### config.mk
export PLATFORM = sky130hd
export DESIGN_NAME = rv32i_id_ex_stage
export DESIGN_NICKNAME = d
export VERILOG_FILES = /design/src/rtl/rv32i_pkg.sv /design/src/rtl/rv32i_fwd_mux.sv /design/src/rtl/rv32i_id_ex_stage.sv
export SDC_FILE = /design/constraint.sdc
export NUM_CORES = 1
export LEC_CHECK = 0
export CAP_MARGIN = 20
export CELL_PAD_IN_SITES_DETAIL_PLACEMENT = 0
export CELL_PAD_IN_SITES_GLOBAL_PLACEMENT = 1
export CORE_AREA = 2 2 191 193
export DETAILED_ROUTE_END_ITERATION = 10
export DIE_AREA = 0 0 193 195
export PLACE_DENSITY = 0.76
export SYNTH_ARGS = -nofsm -noshare
export SYNTH_HDL_FRONTEND = slang
export SYNTH_SLANG_ARGS = --single-unit
### constraint.sdc
create_clock -name clk -period 1.8 [get_ports clk]
set_clock_uncertainty 0.05 [all_clocks]
set_input_delay 0.18 -clock clk [delete_from_list [all_inputs] [get_ports clk]]
set_output_delay 0.18 -clock clk [all_outputs]
set_load 0.05 [all_outputs]
### src/rtl/rv32i_pkg.sv
// Purpose : shared constants and types for the RV32I ID/EX operand-select slice.
// Latency : n/a (package only).
// Backpressure: n/a (package only).
//
// Contents: datapath width, base opcodes, forwarding-source enum, the ID/EX
// pipeline record and a small RAW-match helper shared by the stage and mux.
package rv32i_pkg;

   // Only a 32-bit datapath is supported.
   localparam int XLEN = 32;

   localparam logic [6:0] OP_REG   = 7'b0110011;
   localparam logic [6:0] OP_IMM   = 7'b0010011;
   localparam logic [6:0] OP_LOAD  = 7'b0000011;
   localparam logic [6:0] OP_STORE = 7'b0100011;
   localparam logic [6:0] OP_AUIPC = 7'b0010111;
   localparam logic [6:0] OP_JAL   = 7'b1101111;

   typedef enum logic [1:0] {
      FWD_RF,
      FWD_MEM,
      FWD_WB
   } fwd_sel_t;

   // Everything the EX slot keeps between edges.
   typedef struct packed {
      logic            valid;
      logic [XLEN-1:0] pc;
      logic [4:0]      rs1;
      logic [4:0]      rs2;
      logic [4:0]      rd;
      logic [XLEN-1:0] rs1_data;
      logic [XLEN-1:0] rs2_data;
      logic [XLEN-1:0] imm;
      logic [6:0]      opcode;
      logic [2:0]      funct3;
      logic [6:0]      funct7;
      logic            a_pc;
      logic            b_imm;
      logic            reg_write;
      logic            is_load;
   } idex_t;

   // True when a writer (wr_en, rd) produces the register rs reads.
   // x0 is hard-wired to zero, so a write to it never counts as a producer.
   function automatic logic rs_hit(input logic       wr_en,
                                   input logic [4:0] rd,
                                   input logic [4:0] rs);
      return wr_en && (rd != 5'd0) && (rd == rs);
   endfunction

endpackage

### src/rtl/rv32i_fwd_mux.sv
// Purpose : picks the freshest value of one source register (MEM > WB > captured).
// Latency : purely combinational, zero cycles.
// Backpressure: none; follows its inputs every cycle.
//
// Ports:
//   rs / rf_data                      - register index and value captured at ID
//   mem_rd / mem_reg_write / mem_result - MEM-stage producer
//   wb_rd  / wb_reg_write  / wb_result  - WB-stage producer
//   fwd_data                          - operand value to use in EX
// Build option: RV32I_FWD_EN enables the bypass; without it the captured
// value passes straight through and the stage stalls instead.
module rv32i_fwd_mux
   import rv32i_pkg::*;
(
   input  logic [4:0]      rs,
   input  logic [XLEN-1:0] rf_data,
   input  logic [4:0]      mem_rd,
   input  logic            mem_reg_write,
   input  logic [XLEN-1:0] mem_result,
   input  logic [4:0]      wb_rd,
   input  logic            wb_reg_write,
   input  logic [XLEN-1:0] wb_result,
   output logic [XLEN-1:0] fwd_data
);

`ifdef RV32I_FWD_EN
   fwd_sel_t sel;

   // MEM is younger than WB, so it wins when both write the same register.
   always_comb begin
      sel = FWD_RF;
      if (rs_hit(mem_reg_write, mem_rd, rs)) begin
         sel = FWD_MEM;
      end else if (rs_hit(wb_reg_write, wb_rd, rs)) begin
         sel = FWD_WB;
      end
   end

   always_comb begin
      case (sel)
         FWD_MEM: fwd_data = mem_result;
         FWD_WB:  fwd_data = wb_result;
         default: fwd_data = rf_data;
      endcase
   end
`else
   // No bypass in this build: hazards are resolved by stalling upstream.
   logic unused_fwd_inputs;
   assign unused_fwd_inputs = ^{rs, mem_rd, mem_reg_write, mem_result,
                                wb_rd, wb_reg_write, wb_result};
   assign fwd_data = rf_data;
`endif

endmodule

### src/rtl/rv32i_id_ex_stage.sv
// Purpose : ID/EX pipeline register with RAW hazard handling; drives ALU operands.
// Latency : an instruction presented on id_* appears on ex_* one cycle later.
// Backpressure: ex_stall holds the slot; hazard_stall asks IF/ID to hold for one bubble.
//
// Ports:
//   clk, rst (synchronous, active-high)
//   id_*              - decoded instruction and register-file read data
//   ex_stall, flush   - downstream hold and branch/jump kill of the EX slot
//   mem_*, wb_*       - later-stage producers for forwarding / refresh / hazard checks
//   hazard_stall      - combinational request to hold IF/ID this cycle
//   ex_*              - registered instruction fields and final ALU operands
// Build option: RV32I_FWD_EN selects MEM/WB forwarding; when undefined,
// operands come from captured data only and any EX/MEM RAW stalls.
module rv32i_id_ex_stage
   import rv32i_pkg::*;
(
   input  logic            clk,
   input  logic            rst,
   input  logic            id_valid,
   input  logic [XLEN-1:0] id_pc,
   input  logic [4:0]      id_rs1,
   input  logic [4:0]      id_rs2,
   input  logic [4:0]      id_rd,
   input  logic [XLEN-1:0] id_rs1_data,
   input  logic [XLEN-1:0] id_rs2_data,
   input  logic [XLEN-1:0] id_imm,
   input  logic [6:0]      id_opcode,
   input  logic [2:0]      id_funct3,
   input  logic [6:0]      id_funct7,
   input  logic            id_a_pc,
   input  logic            id_b_imm,
   input  logic            id_reg_write,
   input  logic            id_is_load,
   input  logic            ex_stall,
   input  logic            flush,
   input  logic [4:0]      mem_rd,
   input  logic            mem_reg_write,
   input  logic [XLEN-1:0] mem_result,
   input  logic [4:0]      wb_rd,
   input  logic            wb_reg_write,
   input  logic [XLEN-1:0] wb_result,
   output logic            hazard_stall,
   output logic            ex_valid,
   output logic [XLEN-1:0] ex_pc,
   output logic [XLEN-1:0] ex_a,
   output logic [XLEN-1:0] ex_b,
   output logic [XLEN-1:0] ex_store_data,
   output logic [6:0]      ex_opcode,
   output logic [2:0]      ex_funct3,
   output logic [6:0]      ex_funct7,
   output logic [4:0]      ex_rd,
   output logic            ex_reg_write,
   output logic            ex_is_load
);

   idex_t           ex_q;
   idex_t           ex_d;
   logic [XLEN-1:0] fwd_rs1;
   logic [XLEN-1:0] fwd_rs2;
   logic            ex_rd_match;

   // ---------------------------------------------------------------
   // Hazard detection against the instruction currently in decode.
   // Deliberately not gated by flush: upstream discards it then.
   // ---------------------------------------------------------------
   assign ex_rd_match = (ex_q.rd != 5'd0) &&
                        ((ex_q.rd == id_rs1) || (ex_q.rd == id_rs2));

`ifdef RV32I_FWD_EN
   // Only a load cannot be bypassed: its data exists one stage too late.
   assign hazard_stall = id_valid & ex_q.valid & ex_q.is_load & ex_rd_match;
`else
   // Without bypass, any pending EX or MEM write to a source must drain first.
   logic mem_rd_match;
   assign mem_rd_match = rs_hit(mem_reg_write, mem_rd, id_rs1) |
                         rs_hit(mem_reg_write, mem_rd, id_rs2);
   assign hazard_stall = id_valid &
                         ((ex_q.valid & ex_q.reg_write & ex_rd_match) | mem_rd_match);
`endif

   // ---------------------------------------------------------------
   // Next-state: flush > hold > bubble > capture.
   // ---------------------------------------------------------------
   always_comb begin
      ex_d = ex_q;
      if (flush) begin
         ex_d.valid     = 1'b0;
         ex_d.reg_write = 1'b0;
      end else if (ex_stall) begin
         // A producer may retire through WB while we are held; pick up its
         // result now, because nobody will forward it once it is gone.
         if (rs_hit(wb_reg_write, wb_rd, ex_q.rs1)) begin
            ex_d.rs1_data = wb_result;
         end
         if (rs_hit(wb_reg_write, wb_rd, ex_q.rs2)) begin
            ex_d.rs2_data = wb_result;
         end
      end else if (hazard_stall) begin
         ex_d.valid     = 1'b0;
         ex_d.reg_write = 1'b0;
      end else begin
         ex_d.valid     = id_valid;
         ex_d.pc        = id_pc;
         ex_d.rs1       = id_rs1;
         ex_d.rs2       = id_rs2;
         ex_d.rd        = id_rd;
         ex_d.rs1_data  = id_rs1_data;
         ex_d.rs2_data  = id_rs2_data;
         ex_d.imm       = id_imm;
         ex_d.opcode    = id_opcode;
         ex_d.funct3    = id_funct3;
         ex_d.funct7    = id_funct7;
         ex_d.a_pc      = id_a_pc;
         ex_d.b_imm     = id_b_imm;
         // An empty slot must never claim a register write.
         ex_d.reg_write = id_valid & id_reg_write;
         ex_d.is_load   = id_is_load;
      end
   end

   always_ff @(posedge clk) begin
      if (rst) begin
         ex_q <= '0;
      end else begin
         ex_q <= ex_d;
      end
   end

   // ---------------------------------------------------------------
   // Operand selection. In the non-forwarding build these muxes reduce
   // to wires on the captured data.
   // ---------------------------------------------------------------
   rv32i_fwd_mux u_fwd_rs1 (
      .rs            (ex_q.rs1),
      .rf_data       (ex_q.rs1_data),
      .mem_rd        (mem_rd),
      .mem_reg_write (mem_reg_write),
      .mem_result    (mem_result),
      .wb_rd         (wb_rd),
      .wb_reg_write  (wb_reg_write),
      .wb_result     (wb_result),
      .fwd_data      (fwd_rs1)
   );

   rv32i_fwd_mux u_fwd_rs2 (
      .rs            (ex_q.rs2),
      .rf_data       (ex_q.rs2_data),
      .mem_rd        (mem_rd),
      .mem_reg_write (mem_reg_write),
      .mem_result    (mem_result),
      .wb_rd         (wb_rd),
      .wb_reg_write  (wb_reg_write),
      .wb_result     (wb_result),
      .fwd_data      (fwd_rs2)
   );

   assign ex_a          = ex_q.a_pc  ? ex_q.pc  : fwd_rs1;
   assign ex_b          = ex_q.b_imm ? ex_q.imm : fwd_rs2;
   // Stores need the real rs2 even though b carries the address offset.
   assign ex_store_data = fwd_rs2;

   assign ex_valid     = ex_q.valid;
   assign ex_pc        = ex_q.pc;
   assign ex_opcode    = ex_q.opcode;
   assign ex_funct3    = ex_q.funct3;
   assign ex_funct7    = ex_q.funct7;
   assign ex_rd        = ex_q.rd;
   assign ex_reg_write = ex_q.reg_write;
   assign ex_is_load   = ex_q.is_load;

endmodule

* Yosys cells after proc, flatten, opt, wreduce, memory -nomap -nowiden *
Index checks and enable logic that the tools add are counted.

word-level totals
  bits in registers = 165
  memory bits (read-only) = 0
  output and inout bits = 154
  bits of input ports = 245
  memory bits (writable) = 0
  logic and storage cells = 56
  latch bits = 0
  memories = 0

operators by class
  bitwise logic cells = 9
  muxes and demuxes = 8
  order comparisons = 0
  div/mod/pow operators = 0
  add/subtract/negate cells = 0
  reductions and logical operators = 15
  eq/ne operators = 9
  $mul = 0
  shifts and indexed selects = 0

operators with widths
  operator                                                          number
  32-bit two-way mux                                                4
  115-bit two-way mux                                               1
  64-bit two-way mux                                                1
  5-bit equality test                                               6
  5-bit nonzero test                                                3
  3-bit AND reduction                                               3
  1-bit logical AND                                                 7
  1-bit AND                                                         4
  2-bit by 1-bit != test with 1-bit output (second input constant)  2
  1-bit inverter                                                    3
  1-bit two-way mux                                                 2
  2-bit != test (second input constant)                             1
  1-bit bitwise OR                                                  2
  2-bit OR reduction                                                1
  1-bit logical OR                                                  1

* Depth between registers and ports, before layout *
  depth after elaboration = 8
  depth in mapped cells = 9
  mapped depth without buffers = 6

* Hierarchy *
A second synthesis with hierarchy kept.

second synthesis, totals
  cells, all modules = 1185
  area total of the unflattened synthesis = 9893.2 µm²

by module, submodules not included
  module             sequential area each (µm²)  area each (µm²)  instances  cells an instance
  rv32i_id_ex_stage  3303.2                      9412.8           1          1121
  rv32i_fwd_mux      0.0                         240.2            2          32

* Worst setup path before layout *
OpenSTA, ideal clock, no wires.

  path kind = reg2reg
  from = register ex_q (netlist bit ex_valid)
  to = register ex_q[102] (netlist name)
  cell stages (with the launch flop) = 6
  arrival = 2.147 ns
  path slack = -0.519 ns
  path buffers = 1
  data required time = 1.628 ns
  setup time = 0.122 ns
  path through = dfxtp_1 -> nand4_1 -> o22ai_1 -> clkbuf_1 -> o221ai_1 -> o311a_1

on the way
  cells in the longest elaborated chain, start to end = 6

ends and longest elaborated chain
  element                        line                      RTL
  start: declaration             rv32i_id_ex_stage.sv:56   idex_t ex_q;
  start signal: assignment       rv32i_id_ex_stage.sv:123  ex_q <= '0;
  start signal: assignment       rv32i_id_ex_stage.sv:125  ex_q <= ex_d;
  1-bit AND (2 in a row)         rv32i_id_ex_stage.sv:78   ((ex_q.valid & ex_q.reg_write & ex_rd_match) | mem_rd_match);
  1-bit bitwise OR               rv32i_id_ex_stage.sv:78
  1-bit AND                      rv32i_id_ex_stage.sv:77   assign hazard_stall = id_valid &
  via hazard_stall               rv32i_id_ex_stage.sv:42   output logic hazard_stall,
  2-bit != test (no line)        n/a
  3-bit AND reduction (no line)  n/a

The timed path passes the listed nets, and every way through them passes these cells.
A chain may end at the register's enable or synchronous reset.

* Final worst setup path *
  from = register ex_q (netlist bit ex_rd[3])
  to = register ex_q[62] (netlist name)

on the way
  cells in the longest elaborated chain, start to end = 8
  elaborated cells between the ends (all ways) = 10
  those cells by class = eq/ne: 3; bitwise: 3; reduce/logical: 4

ends and longest elaborated chain
  element                            line                     RTL
  5-bit equality test                rv32i_id_ex_stage.sv:67  ((ex_q.rd == id_rs1) || (ex_q.rd == id_rs2));
  1-bit logical OR                   rv32i_id_ex_stage.sv:67
  1-bit logical AND (*)              rv32i_id_ex_stage.sv:66  assign ex_rd_match = (ex_q.rd != 5'd0) &&
  1-bit AND (*)                      rv32i_id_ex_stage.sv:78
  1-bit bitwise OR (*)               rv32i_id_ex_stage.sv:78
  1-bit AND (*)                      rv32i_id_ex_stage.sv:77
  2-bit != test (no line) (*)        n/a
  3-bit AND reduction (no line) (*)  n/a

Mark *: on every way between the ends. The rest lies on a longest branch, timed or not.

==> metrics.txt <==
# TYPE chip_impl_metric gauge
chip_impl_info{name="run_status",value="finished, violations left"} 1
chip_impl_info{name="violations",value="setup timing"} 1
chip_impl_metric{name="area_growth",unit="%"} 66.2
chip_impl_metric{name="clk-insertion-delay-late",unit="ps"} 440
chip_impl_metric{name="top_area_cell_type_share_of_the_netlist_area",unit=""} 0.348
chip_impl_info{name="timing.critical_path.to_type",value="flip-flop"} 1
chip_impl_metric{name="first_pass_grt_wire_length",unit="um"} 59600
chip_impl_metric{name="grt_start_max_net_pins",unit=""} 66
chip_impl_info{name="layout_common_cells",value="214 x clkdlybuf4s50_1, 193 x a21oi_1, 156 x dfxtp_1"} 1
chip_impl_info{name="hold_path.class",value="primary input to flip-flop"} 1
chip_impl_metric{name="fp.dieH",unit="um"} 195
chip_impl_metric{name="first_global_vias",unit=""} 10300
chip_impl_metric{name="start_util",unit=""} 0.269
chip_impl_metric{name="design.core.area",unit="mm^2"} 0.0354
chip_impl_metric{name="synthCells",unit=""} 1223
chip_impl_metric{name="drtIter0Drc",unit=""} 532
chip_impl_metric{name="max-clock-path-buffers",unit=""} 2
chip_impl_metric{name="layout_worst_path_cycle_share",unit=""} 1.21
chip_impl_metric{name="fillers",unit=""} 3457
chip_impl_metric{name="ys_warn_count",unit=""} 0
chip_impl_metric{name="drt-wirelength-per-cell",unit="um"} 20.4
chip_impl_metric{name="core.rowCount",unit=""} 69
chip_impl_metric{name="critical_path_arrival",unit="ps"} 2530
chip_impl_info{name="cts_root_buffer",value="clkbuf_16"} 1
chip_impl_metric{name="die_w",unit="um"} 193
chip_impl_metric{name="floorplan.io_pins",unit=""} 399
chip_impl_metric{name="layout.cell_area.non_filler",unit="mm^2"} 0.0158
chip_impl_metric{name="power.ir.vdd_worst",unit="mV"} 0.646
chip_impl_info{name="layout.cells.most_common",value="clkdlybuf4s50_1"} 1
chip_impl_metric{name="post_synth_num_cell_types",unit=""} 30
chip_impl_metric{name="preCtsSetupSlack",unit="ps"} -1140
chip_impl_info{name="synth_area_leader_cell",value="dfxtp_1"} 1
chip_impl_metric{name="ys_seq_elements",unit=""} 165
chip_impl_metric{name="drv.max_cap_violation_count",unit=""} 0
chip_impl_metric{name="clock_period_minus_final_worst_setup_slack",unit="ps"} 2190
chip_impl_info{name="cts_tree",value="done"} 1
chip_impl_metric{name="numCtsBuffers",unit=""} 17
chip_impl_metric{name="dr_total_vias",unit=""} 10200
chip_impl_metric{name="slew_headroom",unit=""} 0.600
chip_impl_metric{name="p_leak",unit="nW"} 6.38
chip_impl_metric{name="grt_use_total",unit=""} 0.206
chip_impl_metric{name="finish.net_count",unit=""} 1779
chip_impl_metric{name="route.detailed.vias_per_inst",unit=""} 5.09
chip_impl_metric{name="mappedNetlistNets",unit=""} 1468
chip_impl_metric{name="setup_violations",unit=""} 189
chip_impl_metric{name="fin_total_pwr",unit="W"} 0.0114
chip_impl_metric{name="critical_path_required",unit="ps"} 2140
chip_impl_metric{name="detailed_place_hpwl",unit="um"} 28400
chip_impl_metric{name="gp_congestion",unit=""} 0.874
chip_impl_metric{name="crit_path_max_fanout",unit=""} 8
chip_impl_metric{name="number_of_h_tree_levels",unit=""} 4
chip_impl_metric{name="tns",unit="ps"} -45570
chip_impl_metric{name="final_hold_violations",unit=""} 0
chip_impl_info{name="grt_setup_unrepaired",value="true"} 1
chip_impl_metric{name="placement.cell_area",unit="mm^2"} 0.0143
chip_impl_metric{name="r2r_slack",unit="ps"} -390
chip_impl_metric{name="max_slew.worst_pin.slew",unit="ps"} 595
chip_impl_metric{name="maxClockFrequency",unit="MHz"} 458
chip_impl_metric{name="synth-seq-area-share",unit=""} 0.348
chip_impl_metric{name="place.port_buffers",unit=""} 366
chip_impl_metric{name="avg_cell_area_syn",unit="um^2"} 7.77
chip_impl_metric{name="global_route.overflow_total",unit=""} 0
chip_impl_metric{name="pwr_density_cell",unit="mW/mm^2"} 722
chip_impl_metric{name="clk_pin_slew_worst_paths",unit="ps"} 70
chip_impl_metric{name="synthesis.area",unit="mm^2"} 0.00951
chip_impl_metric{name="postRouteAntennaNets",unit=""} 0
chip_impl_metric{name="number_of_antenna_violations_at_the_first_check_in_global_routing",unit=""} 4
chip_impl_metric{name="fraction_of_final_layout_cells_sized_beyond_drive_strength_1",unit=""} 0.218
chip_impl_metric{name="drt_drc_violations_left",unit=""} 0
chip_impl_info{name="start_kind",value="flip-flop"} 1
chip_impl_metric{name="numClockSinks",unit=""} 165
chip_impl_metric{name="slew_violations",unit=""} 0
chip_impl_metric{name="wl_final",unit="um"} 40900
chip_impl_info{name="critPathKind",value="flip-flop to flip-flop"} 1
chip_impl_metric{name="finalWorstSetupSlack",unit="ps"} -386
chip_impl_info{name="yosys-top-cells-area",value="dfxtp_1 35%, a21oi_1 10%, o21ai_0 8.7%, nand3b_1 7.9%, buf_4 7.8%"} 1
chip_impl_metric{name="detailedRoute.firstPassIterationCount",unit=""} 7
chip_impl_metric{name="die_area",unit="mm^2"} 0.0376
==> area by class of cell <==
| cell class | instances | area (um^2) | area share |
|---|---|---|---|
| Sequential cell | 165 | 3320 | 0.210 |
| Multi-Input combinational cell | 777 | 5070 | 0.321 |
| Clock buffer | 21 | 470 | 0.0298 |
| Tap cell | 461 | 577 | 0.0365 |
| Timing Repair Buffer | 508 | 5960 | 0.377 |
| Inverter | 65 | 244 | 0.0154 |
| Clock inverter | 11 | 149 | 0.00942 |
| Antenna cell | 1 | 2.50 | 0.000158 |
==> metrics by stage <==
step / hold WS, ps / utilization / instances
2_1_floorplan: 285 / - / 1223
3_3_place_gp: 410 / 0.403 / 1934
3_5_place_dp: 417 / 0.403 / 1934
4_1_cts: 213 / 0.437 / 1993
5_1_grt: 155 / 0.446 / 2009
6_report: 160 / 0.446 / 2009
==> logic make-up (layout without fill, tap and decap cells) <==
group / count (synthesis) / in the layout / share of synthesized area
AOI/OAI and AO/OA: 497 / 497 / 0.326
xor gates and xnor gates: 30 / 30 / 0.0276
buffers and inverters: 281 / 605 / 0.156
DFF: 165 / 165 / 0.348
other: 0 / 1 / 0
and+or+nand+nor: 250 / 250 / 0.143
==> per-layer routing <==
metal	up-vias	share of wire	routed length [um]	global-route usage
met3	55	0.080	3280	0.0645
met4	4	0.023	960	0.0701
li1	4948	-	-	-
met5	-	0.00066	27	0
met1	4870	0.40	16400	0.244
met2	358	0.50	20300	0.351
==> synth_stat cells (all sizes together) <==
cell,count
a21oi,195
dfxtp,165
o21ai,165
nand2,131
buf,118
nand3b,100
clkbuf,98
o221ai,66
inv,65
o311a,64
xor2,24
xnor2,6
nor2,5
nor3,5
nand3,3
a22oi,2
nor4,2
o211ai,2
or4,2
a211oi,1
nand4,1
nor3b,1
o221a,1
o22ai,1
==> critical path: stages (launching register included) <==
cell and delay, ps:
dfxtp_2 340, buf_4 130, xor2_1 150, nor2_1 150, a22oi_2 80, buf_6 140, o221a_4 280, buf_12 160
bufbuf_16 280, o221ai_2 190, o311a_1 180
==> final timing paths <==
check                        start                     end  depth (start not counted)
max reg2reg  ex_rd[3]$_SDFFE_PP0P_   ex_q[62]$_SDFFE_PP0P_                         10
max          ex_rd[3]$_SDFFE_PP0P_   ex_q[62]$_SDFFE_PP0P_                         10
min reg2reg  ex_q[50]$_SDFFE_PP0P_   ex_q[50]$_SDFFE_PP0P_                          2
min                      id_rs1[0]  ex_q[127]$_SDFFE_PP0P_                          4
==> timing repair <==
item | CTS | global route
endpoints found under the hold margin | 1 | 0
buffers inserted | 22 | 12
gates cloned | 6 | 4
endpoints found under the setup margin | 230 | 247
hold buffers | 1 | 0
pin swaps | 27 | 45
resized for setup | 93 | 56
==> sequential cells by signal, indices dropped and copies added, names as in the netlist <==
name / flops
ex_q: 108
ex_pc: 32
ex_funct7: 7
ex_opcode: 7
ex_rd: 5
ex_funct3: 3
ex_is_load: 1
ex_reg_write: 1
ex_valid: 1
==> report_power, final <==
group,internal [W],switching (W)
Sequential,0.00385,0.000136
Clock,0.00230,0.00164
Combinational,0.00159,0.00188
No activity file was read; power rests on OpenSTA's default activity.
